--- config.mk ---
export PLATFORM = sky130hd
export DESIGN_NAME = unidade_controle_jogo_escrita
export DESIGN_NICKNAME = d
export VERILOG_FILES = /design/src/rtl/unidade_controle_jogo_escrita.sv
export SDC_FILE = /design/constraint.sdc
export NUM_CORES = 1
export LEC_CHECK = 0
export ABC_CLOCK_PERIOD_IN_PS = 4000
export BUFFER_PORTS_ARGS = -buffer_cell sky130_fd_sc_hd__buf_4
export CAP_MARGIN = 10
export CORE_MARGIN = 8
export CORE_UTILIZATION = 60
export DETAILED_ROUTE_END_ITERATION = 6
export PLACE_DENSITY_LB_ADDON = 0.15
export SLEW_MARGIN = 20
export SYNTH_ARGS = -nofsm -noshare
export SYNTH_HDL_FRONTEND = slang
export SYNTH_SLANG_ARGS = --single-unit
--- constraint.sdc ---
create_clock -name clock -period 4 [get_ports clock]
set_clock_uncertainty 0.2 [all_clocks]
set_input_delay 0.4 -clock clock [delete_from_list [all_inputs] [get_ports clock]]
set_output_delay 0.4 -clock clock [all_outputs]
set_load 0.03 [all_outputs]
--- src/rtl/unidade_controle_jogo_escrita.sv ---
// Moore control unit for the memory game: shows the first play, checks the player's repetition
// of each round, captures one new play per round and owns the show/inactivity timer.
module unidade_controle_jogo_escrita #(
  parameter int unsigned MOSTRA_CICLOS  = 2000,
  parameter int unsigned TIMEOUT_CICLOS = 5000,
  parameter int unsigned TEMPO_W        = 13
) (
  input  logic       clock,
  input  logic       reset,
  input  logic       iniciar,
  input  logic       tem_jogada,
  input  logic       igual,
  input  logic       enderecoIgualRodada,
  input  logic       fimRodadas,
  output logic       zera_endereco,
  output logic       conta_endereco,
  output logic       zera_rodada,
  output logic       conta_rodada,
  output logic       registra_jogada,
  output logic       escreve_memoria,
  output logic       mostra_leds,
  output logic       pronto,
  output logic       ganhou,
  output logic       perdeu,
  output logic       db_timeout,
  output logic [3:0] db_estado
);

  typedef enum logic [3:0] {
    StInicial      = 4'h0,
    StPreparacao   = 4'h1,
    StMostra       = 4'h2,
    StInicioRodada = 4'h3,
    StEsperaJogada = 4'h4,
    StRegistra     = 4'h5,
    StCompara      = 4'h6,
    StProxJogada   = 4'h7,
    StPrepNova     = 4'h8,
    StEsperaNova   = 4'h9,
    StRegistraNova = 4'hA,
    StEscreve      = 4'hB,
    StProxRodada   = 4'hC,
    StFimGanhou    = 4'hD,
    StFimPerdeu    = 4'hE,
    StFimTimeout   = 4'hF
  } estado_e;

  localparam logic [TEMPO_W-1:0] MostraFim  = TEMPO_W'(MOSTRA_CICLOS - 1);
  localparam logic [TEMPO_W-1:0] TimeoutFim = TEMPO_W'(TIMEOUT_CICLOS - 1);

  estado_e            estado_q, estado_d;
  logic [TEMPO_W-1:0] tempo_q, tempo_d;
  logic               conta_tempo;

  always_ff @(posedge clock) begin
    if (!reset) begin
      estado_q <= StInicial;
      tempo_q  <= '0;
    end else begin
      estado_q <= estado_d;
      tempo_q  <= tempo_d;
    end
  end

  always_comb begin
    estado_d = estado_q;
    case (estado_q)
      StInicial:      if (iniciar) estado_d = StPreparacao;
      StPreparacao:   estado_d = StMostra;
      StMostra:       if (tempo_q == MostraFim) estado_d = StInicioRodada;
      StInicioRodada: estado_d = StEsperaJogada;
      // A press on the last allowed cycle still counts as a play.
      StEsperaJogada: begin
        if (tem_jogada)                  estado_d = StRegistra;
        else if (tempo_q == TimeoutFim)  estado_d = StFimTimeout;
      end
      StRegistra:     estado_d = StCompara;
      StCompara: begin
        if (!igual)                    estado_d = StFimPerdeu;
        else if (!enderecoIgualRodada) estado_d = StProxJogada;
        else if (fimRodadas)           estado_d = StFimGanhou;
        else                           estado_d = StPrepNova;
      end
      StProxJogada:   estado_d = StEsperaJogada;
      StPrepNova:     estado_d = StEsperaNova;
      StEsperaNova: begin
        if (tem_jogada)                  estado_d = StRegistraNova;
        else if (tempo_q == TimeoutFim)  estado_d = StFimTimeout;
      end
      StRegistraNova: estado_d = StEscreve;
      StEscreve:      estado_d = StProxRodada;
      StProxRodada:   estado_d = StInicioRodada;
      StFimGanhou, StFimPerdeu, StFimTimeout: begin
        if (iniciar) estado_d = StPreparacao;
      end
      default:        estado_d = StInicial;
    endcase
  end

  // Timer restarts on every state change and saturates instead of wrapping.
  always_comb begin
    conta_tempo = (estado_q == StMostra) || (estado_q == StEsperaJogada) ||
                  (estado_q == StEsperaNova);
    if (estado_d != estado_q)                  tempo_d = '0;
    else if (conta_tempo && (tempo_q != '1))   tempo_d = tempo_q + 1'b1;
    else                                       tempo_d = tempo_q;
  end

  always_comb begin
    zera_endereco   = 1'b0;
    conta_endereco  = 1'b0;
    zera_rodada     = 1'b0;
    conta_rodada    = 1'b0;
    registra_jogada = 1'b0;
    escreve_memoria = 1'b0;
    mostra_leds     = 1'b0;
    pronto          = 1'b0;
    ganhou          = 1'b0;
    perdeu          = 1'b0;
    db_timeout      = 1'b0;
    case (estado_q)
      StPreparacao: begin
        zera_endereco = 1'b1;
        zera_rodada   = 1'b1;
      end
      StMostra:       mostra_leds     = 1'b1;
      StInicioRodada: zera_endereco   = 1'b1;
      StRegistra:     registra_jogada = 1'b1;
      StProxJogada:   conta_endereco  = 1'b1;
      StPrepNova:     conta_endereco  = 1'b1;
      StRegistraNova: registra_jogada = 1'b1;
      StEscreve:      escreve_memoria = 1'b1;
      StProxRodada:   conta_rodada    = 1'b1;
      StFimGanhou: begin
        pronto = 1'b1;
        ganhou = 1'b1;
      end
      StFimPerdeu: begin
        pronto = 1'b1;
        perdeu = 1'b1;
      end
      StFimTimeout: begin
        pronto     = 1'b1;
        perdeu     = 1'b1;
        db_timeout = 1'b1;
      end
      default: ;
    endcase
  end

  assign db_estado = estado_q;

endmodule

Word-level counts from Yosys, hierarchy flattened. Index checks and enable logic that the tools add are counted.

Bits of input ports: 7. Output and inout port bits: 15. Logic and storage cells: 55. Register bits: 17.

Bitwise logic cells: 1. Reductions and logical operators: 12. $add $sub $neg: 1. Muxes and demuxes: 20. Eq/ne operators: 19.

Operators by type and width (number): one-hot mux 4 bit (12 select lines) (1); == test 4 bit (second input constant) (8); two-way mux 4 bit (7); == test 4 x 3 -> 1 bit (second input constant) (4); adder 13 x 1 -> 13 bit (second input constant) (1); == test 13 x 11 -> 1 bit (second input constant) (1); == test 13 bit (second input constant) (1); != test 13 bit (second input constant) (1); OR reduction 2 bit (6); two-way mux 1 bit (11); == test 4 x 2 -> 1 bit (second input constant) (2); == test 4 x 1 -> 1 bit (second input constant) (1); logical NOT 4 bit (1); != test 4 bit (1); OR reduction 4 bit (1); two-way mux 3 bit (1); OR reduction 3 bit (1); logical OR 1 bit (2); logical AND 1 bit (1); NOT 1 bit (1).

Longest topological paths before layout. Gate-level depths: netlist (run 1).

Depth in word-level cells: 6. Gate-level depth with buffers: 8.

Worst setup path after synthesis (run 1). Ideal clock, no wire load.

Path type: reg2reg. Start point: register estado_q[1], in the netlist db_estado[1]. End point: register tempo_q[7]. Stages on the path, launching flop included: 8. Clock period less this slack: 2447 ps. Buffers on the path: 2. Data arrival time: 2131 ps. Setup slack: 1553 ps. Cell sequence: dfxtp_1 buf_6 or4b_4 nor4_1 a41oi_1 a31o_1 buf_6 and4_1.

Cells in the longest elaborated chain, start to end: 5. Elaborated cells between the ends (all ways): 29. Classes of those cells: eq/ne: 16; mux: 6; reduce/logical: 7.

RTL lines: from (decl) (line 51) `estado_e estado_q, estado_d;`; from (signal assigned) (line 57) `estado_q <= StInicial;`; from (signal assigned) (line 60) `estado_q <= estado_d;`; == test 4 bit (tied with other cells) (line 67) `case (estado_q)`; OR reduction 4 bit (no source line) (tied with other cells); one-hot mux 4 bit (12 select lines) (line 67); != test 4 bit (line 104) `if (estado_d != estado_q) tempo_d = '0;`; OR reduction 2 bit (no source line); to (signal assigned) (line 61) `tempo_q <= tempo_d;`; to (decl) (line 52) `logic [TEMPO_W-1:0] tempo_q, tempo_d;`.

Parallel ways exist; a longest one is shown, timed or not. A chain may end at the register's enable or synchronous reset.

Worst setup path after layout (run 1).
Start point: register estado_q[3], in the netlist db_estado[3]. End point: register tempo_q[4].

The elaborated chain is that of the path after synthesis.

==> results of run 1 <==
cell families (layout without fill, tap and decap cells):
kind of cell               after synthesis  in the layout  synth area share [%]
and+or+nand+nor                         85             85                 39.70
AOI/OAI and AO/OA                       38             38                 19.45
DFF                                     17             17                 24.26
buffers and inverters                   18             31                 7.314
adders and majority gates                1              1                0.8919
xor gates and xnor gates                11             11                 6.869
muxes                                    2              2                 1.516
registers in the layout, indices dropped and copies added, names as in the netlist:
| signal | cells |
|---|---|
| tempo_q | 13 |
| db_estado | 4 |
where the power goes:
group / total, W / leakage [nW] / internal [W] / switching [W]
sequential: 0.000183 / 0.137 / 0.000172 / 0.0000115
clock: 0.0000925 / 0.0150 / 0.0000387 / 0.0000537
combinational: 0.0000739 / 0.489 / 0.0000313 / 0.0000426
area by class of cell:
class,instances,area (sq um)
fill,196,670.6
inverter,6,22.52
sequential,17,340.3
timing repair buffer,21,157.7
multi-input combinational,137,959.7
clock buffer,4,26.28
tap,28,35.03
worst register-to-register path: cells and delay by family (launching register included):
family,cells,cell delay (ns)
flops,1,0.82
simple gates,2,0.68
compound gates,3,0.99
worst paths after layout:
check	from	to	depth (start not counted)	slack [ns]
setup / recovery	db_estado[3]	tempo_q[4]	5	1.27
hold / removal	reset	db_estado[2]	2	0.16
setup reg to reg	db_estado[3]	tempo_q[4]	5	1.27
hold reg to reg	tempo_q[12]	tempo_q[12]	3	0.52
metrics by stage:
step / utilization [%] / cells / setup WS [ns] / area [sq um]
after CTS: 69.68 / 213 / 1.296 / 1541
after global routing: 69.68 / 213 / 1.082 / 1541
after global placement: 68.50 / 209 / 1.412 / 1515
after detailed placement: 68.50 / 209 / 1.319 / 1515
final: 69.68 / 213 / 1.268 / 1541
after floorplan: - / 172 / 1.553 / 1403
routing by layer:
layer	wire length, microns	global-route usage, %	vias to the layer above	share of wire (%)
met5	0	0	-	0
met4	10	4.087	0	0.28
met3	214	2.091	2	6.0
met2	1714	26.83	38	48
met1	1601	23.45	662	45
li1	-	-	681	-
synthesized netlist by cell type (3+ instances only):
master,count,area share (%)
buf_6,4,3.2
and4_1,14,8.7
and3_1,3,1.3
nand3_1,8,2.9
xor2_1,11,6.9
clkbuf_1,4,1.1
o21ai_0,6,2.1
buf_2,4,1.4
o21a_1,3,1.6
nor2_1,11,2.9
nor3_1,10,3.6
nand2_1,13,3.5
nor4_1,4,1.8
dfxtp_1,17,24
nand2b_1,4,1.8
a21oi_1,9,3.2
inv_1,6,1.6
placed cells by master (no fill, tap or decap), types with 3 or more instances in the layout:
cell | Yosys | final
buf_4 | 0 | 21
dfxtp_1 | 17 | 17
and4_1 | 14 | 14
nand2_1 | 13 | 13
nor2_1 | 11 | 11
xor2_1 | 11 | 11
nor3_1 | 10 | 10
a21oi_1 | 9 | 9
nand3_1 | 8 | 8
inv_1 | 6 | 6
o21ai_0 | 6 | 6
nand2b_1 | 4 | 4
nor4_1 | 4 | 4
and3_1 | 3 | 3
o21a_1 | 3 | 3
clkbuf_4 | 0 | 3
==> flow_metrics.py, run 1 <==
metrics = {
    "worst_setup_path": {
        "cp.required_ns": 4.03,
        "crit_chain": "nand2_1 -> o21a_1 -> a221oi_1 -> o311a_1 -> and4_1",
        "slowest_stage": "dfxtp_1",
        "critPathLaunchType": "register",
        "critical_path_class": "reg -> reg",
        "crit_family": "compound AO/OA/AOI/OAI gates",
        "crit_fanout": 25,
        "end_kind": "register",
        "cp_slowest_stage_delay_ns": 0.82,
        "crit_buf_inv": 0,
        "arrival_ns": 2.77,
    },
    "cts": {
        "htreeDepth": 1,
        "clk_pin_slew_ns": 0.10,
        "cts_resized": 0,
        "cts_tree": "done",
        "clk_latency_ns": 0.29,
        "root_buffer": "clkbuf_4",
        "cts_buffer_depth": 2,
        "cts_setup_buffers": 0,
        "cts_buffers": 3,
        "ctsHoldBuffers": 0,
        "cts_sinks": 17,
    },
    "global_routing": {
        "grt_pass1_wl_microns": 5830,
        "track_usage_pct": 16.89,
        "grt_pass1_vias": 1258,
        "antenna_found_initial": 0,
        "overflow": 0,
        "grt_max_degree": 26,
    },
    "placed_design": {
        "dp_hpwl_microns": 2626,
        "place.gp.congestion": 0.9312,
        "portBuffers": 21,
    },
    "die": {
        "core.rowCount": 17,
        "die_area_sq_um": 4141,
        "fp.dieH_microns": 64.35,
        "core_sq_um": 2212,
        "start_util_pct": 63.40,
        "die_width_microns": 64.35,
        "pin_count": 22,
    },
    "run": {
        "cap_viol_max_count": 0,
    },
    "power_and_ir_drop": {
        "p_leak_nw": 0.6415,
        "vdd_drop_max_mv": 0.2146,
        "powerDensity_nw_per_um2": 226.9,
        "total_power_w": 0.0003498,
    },
    "timing": {
        "setup-tns-final_ns": 0,
        "worstMarginPinSlew_ns": 0.7584,
        "finalHoldWorstSlack_ns": 0.1564,
        "slew_viol_final": 0,
        "setup_viol": 0,
        "fin_crit_sh_pct": 68.31,
        "rsz0062_at_grt": "false",
        "fmax_ghz": 0.3660,
        "hold_viol": 0,
        "relSlewSlack_pct": 49.37,
        "layout_min_cycle_time_ns": 2.732,
    },
    "cells_and_area": {
        "drive_gt1_share_pct": 17.84,
        "syn2layout_area_growth_pct": 9.902,
        "n_antenna_cell": 0,
        "nets": 194,
    },
    "status": {
        "status": "completed",
    },
    "synth": {
        "syn_area_per_cell_sq_um": 8.155,
        "syn_inst": 172,
        "ys.warnings.count": 0,
        "synth_edf_count": 0,
        "synth_nets": 180,
        "yosys.cell_types.count": 50,
        "async_flop_share_pct": 0,
        "ys_ff_latch": 17,
        "ys.flop_type": "dfxtp_1",
        "syn_area_sq_um": 1403,
        "seq_area_frac_synth_pct": 24.26,
    },
    "routing": {
        "via_per_inst": 6.493,
        "ant_nets": 0,
        "drt-initial-drc-count": 149,
        "drt_wl_total_microns": 3541,
        "avgRoutedWirePerCell_microns": 16.62,
        "drcViolationCount": 0,
        "firstDrtPassIters": 5,
        "vias": 1383,
    },
    "hold_path": {
        "hold_class": "in -> reg",
    },
}
(Power assumes the default switching activity.)
==> run 2, diff against run 1 <==
ABC_CLOCK_PERIOD_IN_PS = 2700   (was 4000)
CORE_UTILIZATION = 56   (was 60)
clock period = 2.7 ns   (was 4 ns; I/O delays follow)
==> run 2 against run 1 <==
Via count up 2.6%. Sequential share of layout area is 0.58 points lower. Core utilization is 4.6 points lower. Non-clock buffer count increased by 5. Setup slack got worse by 0.96 ns. Clock power rose by 47%. Combinational power increased by 69%. First-iteration DRC count shrank 43%. Final area grew 2.7%. Global-route usage shrank 0.31 points. Die area up 5.3%. Largest cell class unchanged.
==> flow_metrics.py, run 2 (synthesis gave the netlist of run 1 again) <==
metrics = {
    "status": {
        "status": "completed",
    },
    "cts": {
        "htreeDepth": 1,
        "cts_sinks": 17,
        "cts_resized": 0,
        "cts_buffers": 3,
        "cts_setup_buffers": 0,
        "cts_buffer_depth": 2,
        "clk_latency_ns": 0.29,
        "cts_tree": "done",
        "ctsHoldBuffers": 0,
        "root_buffer": "clkbuf_4",
        "clk_pin_slew_ns": 0.10,
    },
    "cells_and_area": {
        "drive_gt1_share_pct": 20.53,
        "nets": 199,
        "fillCellCount": 232,
        "n_antenna_cell": 0,
        "largest_reg_flops": 13,
        "utilization_pct": 65.07,
        "final_common_cell": "buf_4",
        "syn2layout_area_growth_pct": 12.85,
        "regMostFlops": "tempo_q",
        "instances_no_fill": 220,
        "final_cell_mix": "buf_4 (26), dfxtp_1 (17), and4_1 (14)",
        "multi_input_area_sq_um": 959.7,
        "seqCellArea_sq_um": 340.3,
    },
    "run": {
        "cap_viol_max_count": 0,
    },
    "die": {
        "core.rowCount": 18,
        "fp.dieH_microns": 66.05,
        "die_width_microns": 66.05,
        "core_sq_um": 2432,
        "start_util_pct": 57.66,
        "pin_count": 22,
        "die_area_sq_um": 4362,
    },
    "timing": {
        "relSlewSlack_pct": 72.47,
        "setup-tns-final_ns": 0,
        "worstMarginPinSlew_ns": 0.4099,
        "fin_crit_sh_pct": 88.53,
        "fmax_ghz": 0.4183,
        "setup_viol": 0,
        "slew_viol_final": 0,
        "finalHoldWorstSlack_ns": 0.01231,
        "hold_viol": 0,
        "layout_min_cycle_time_ns": 2.390,
        "setup_ws_ns": 0.3096,
        "rsz0062_at_grt": "false",
    },
    "routing": {
        "firstDrtPassIters": 4,
        "drcViolationCount": 0,
        "drt_wl_total_microns": 3575,
        "ant_nets": 0,
        "avgRoutedWirePerCell_microns": 16.25,
        "via_per_inst": 6.450,
        "vias": 1419,
        "drt-initial-drc-count": 85,
    },
    "worst_setup_path": {
        "rrSetupSlack_ns": 0.31,
        "end_kind": "register",
        "critPathLaunchType": "register",
        "cp.required_ns": 2.69,
        "crit_fanout": 13,
        "arrival_ns": 2.38,
        "critical_path_class": "reg -> reg",
    },
    "global_routing": {
        "grt_pass1_vias": 1263,
        "overflow": 0,
        "antenna_found_initial": 0,
        "track_usage_pct": 16.59,
        "grt_max_degree": 17,
        "grt_pass1_wl_microns": 5878,
    },
    "placed_design": {
        "place_ws_ns": 0.3159,
        "dp_hpwl_microns": 2744,
        "portBuffers": 21,
        "dpl.cell_count": 216,
        "place.gp.congestion": 0.9511,
    },
    "power_and_ir_drop": {
        "p_leak_nw": 0.6711,
        "vdd_drop_max_mv": 0.3122,
        "powerDensity_nw_per_um2": 330.4,
    },
    "hold_path": {
        "hold_class": "in -> reg",
    },
}
[run 2: cell types whose count changed in the layout (fill, tap and decap cells not counted)]
cell	before	now
buf_4	21	26
clkinv_2	0	1
clkbuf_1	1	0
[run 2: layout make-up]
| cell class | count | share of cell area, % |
|---|---|---|
| sequential | 17 | 21.50 |
| clock buffer | 3 | 1.423 |
| inverter | 6 | 1.423 |
| timing repair buffer | 26 | 12.33 |
| tap | 30 | 2.372 |
| multi-input combinational | 137 | 60.63 |
| clock inverter | 1 | 0.3162 |
[run 2: worst paths after layout]
kind | cells after the start | from | endpoint
max | 5 | tempo_q[7] | tempo_q[10]
min | 2 | reset | db_estado[2]
max reg2reg | 5 | tempo_q[7] | tempo_q[10]
min reg2reg | 3 | tempo_q[12] | tempo_q[12]
[run 2: critical path, stage by stage, from the launching register on]
cell and delay, ns:
dfxtp_1 0.44, or4b_4 0.51, nor4_4 0.44, nand2_1 0.14, a31o_1 0.32, and4_1 0.24
[run 2: routing by layer]
metal	GRT usage [%]	vias to the layer above	wire [microns]	part of all wire [%]
li1	-	695	-	-
met1	23.58	664	1693	47
met2	24.97	55	1569	44
met3	2.712	5	276	7.7
met4	4.533	0	35	0.98
met5	0	-	0	0
[run 2: report_power, final]
part	switching (W)	internal, W
Combinational	0.0000747	0.0000499
Clock	0.0000809	0.0000551
Sequential	0.00000762	0.000255
[run 2: stage by stage]
stage	power [W]	instance area, sq um
6_report	0.0005229	1583
5_1_grt	0.0005520	1583
4_1_cts	0.0005233	1583
3_5_place_dp	0.0003916	1555
3_3_place_gp	0.0003876	1555
2_1_floorplan	0.0003622	1403
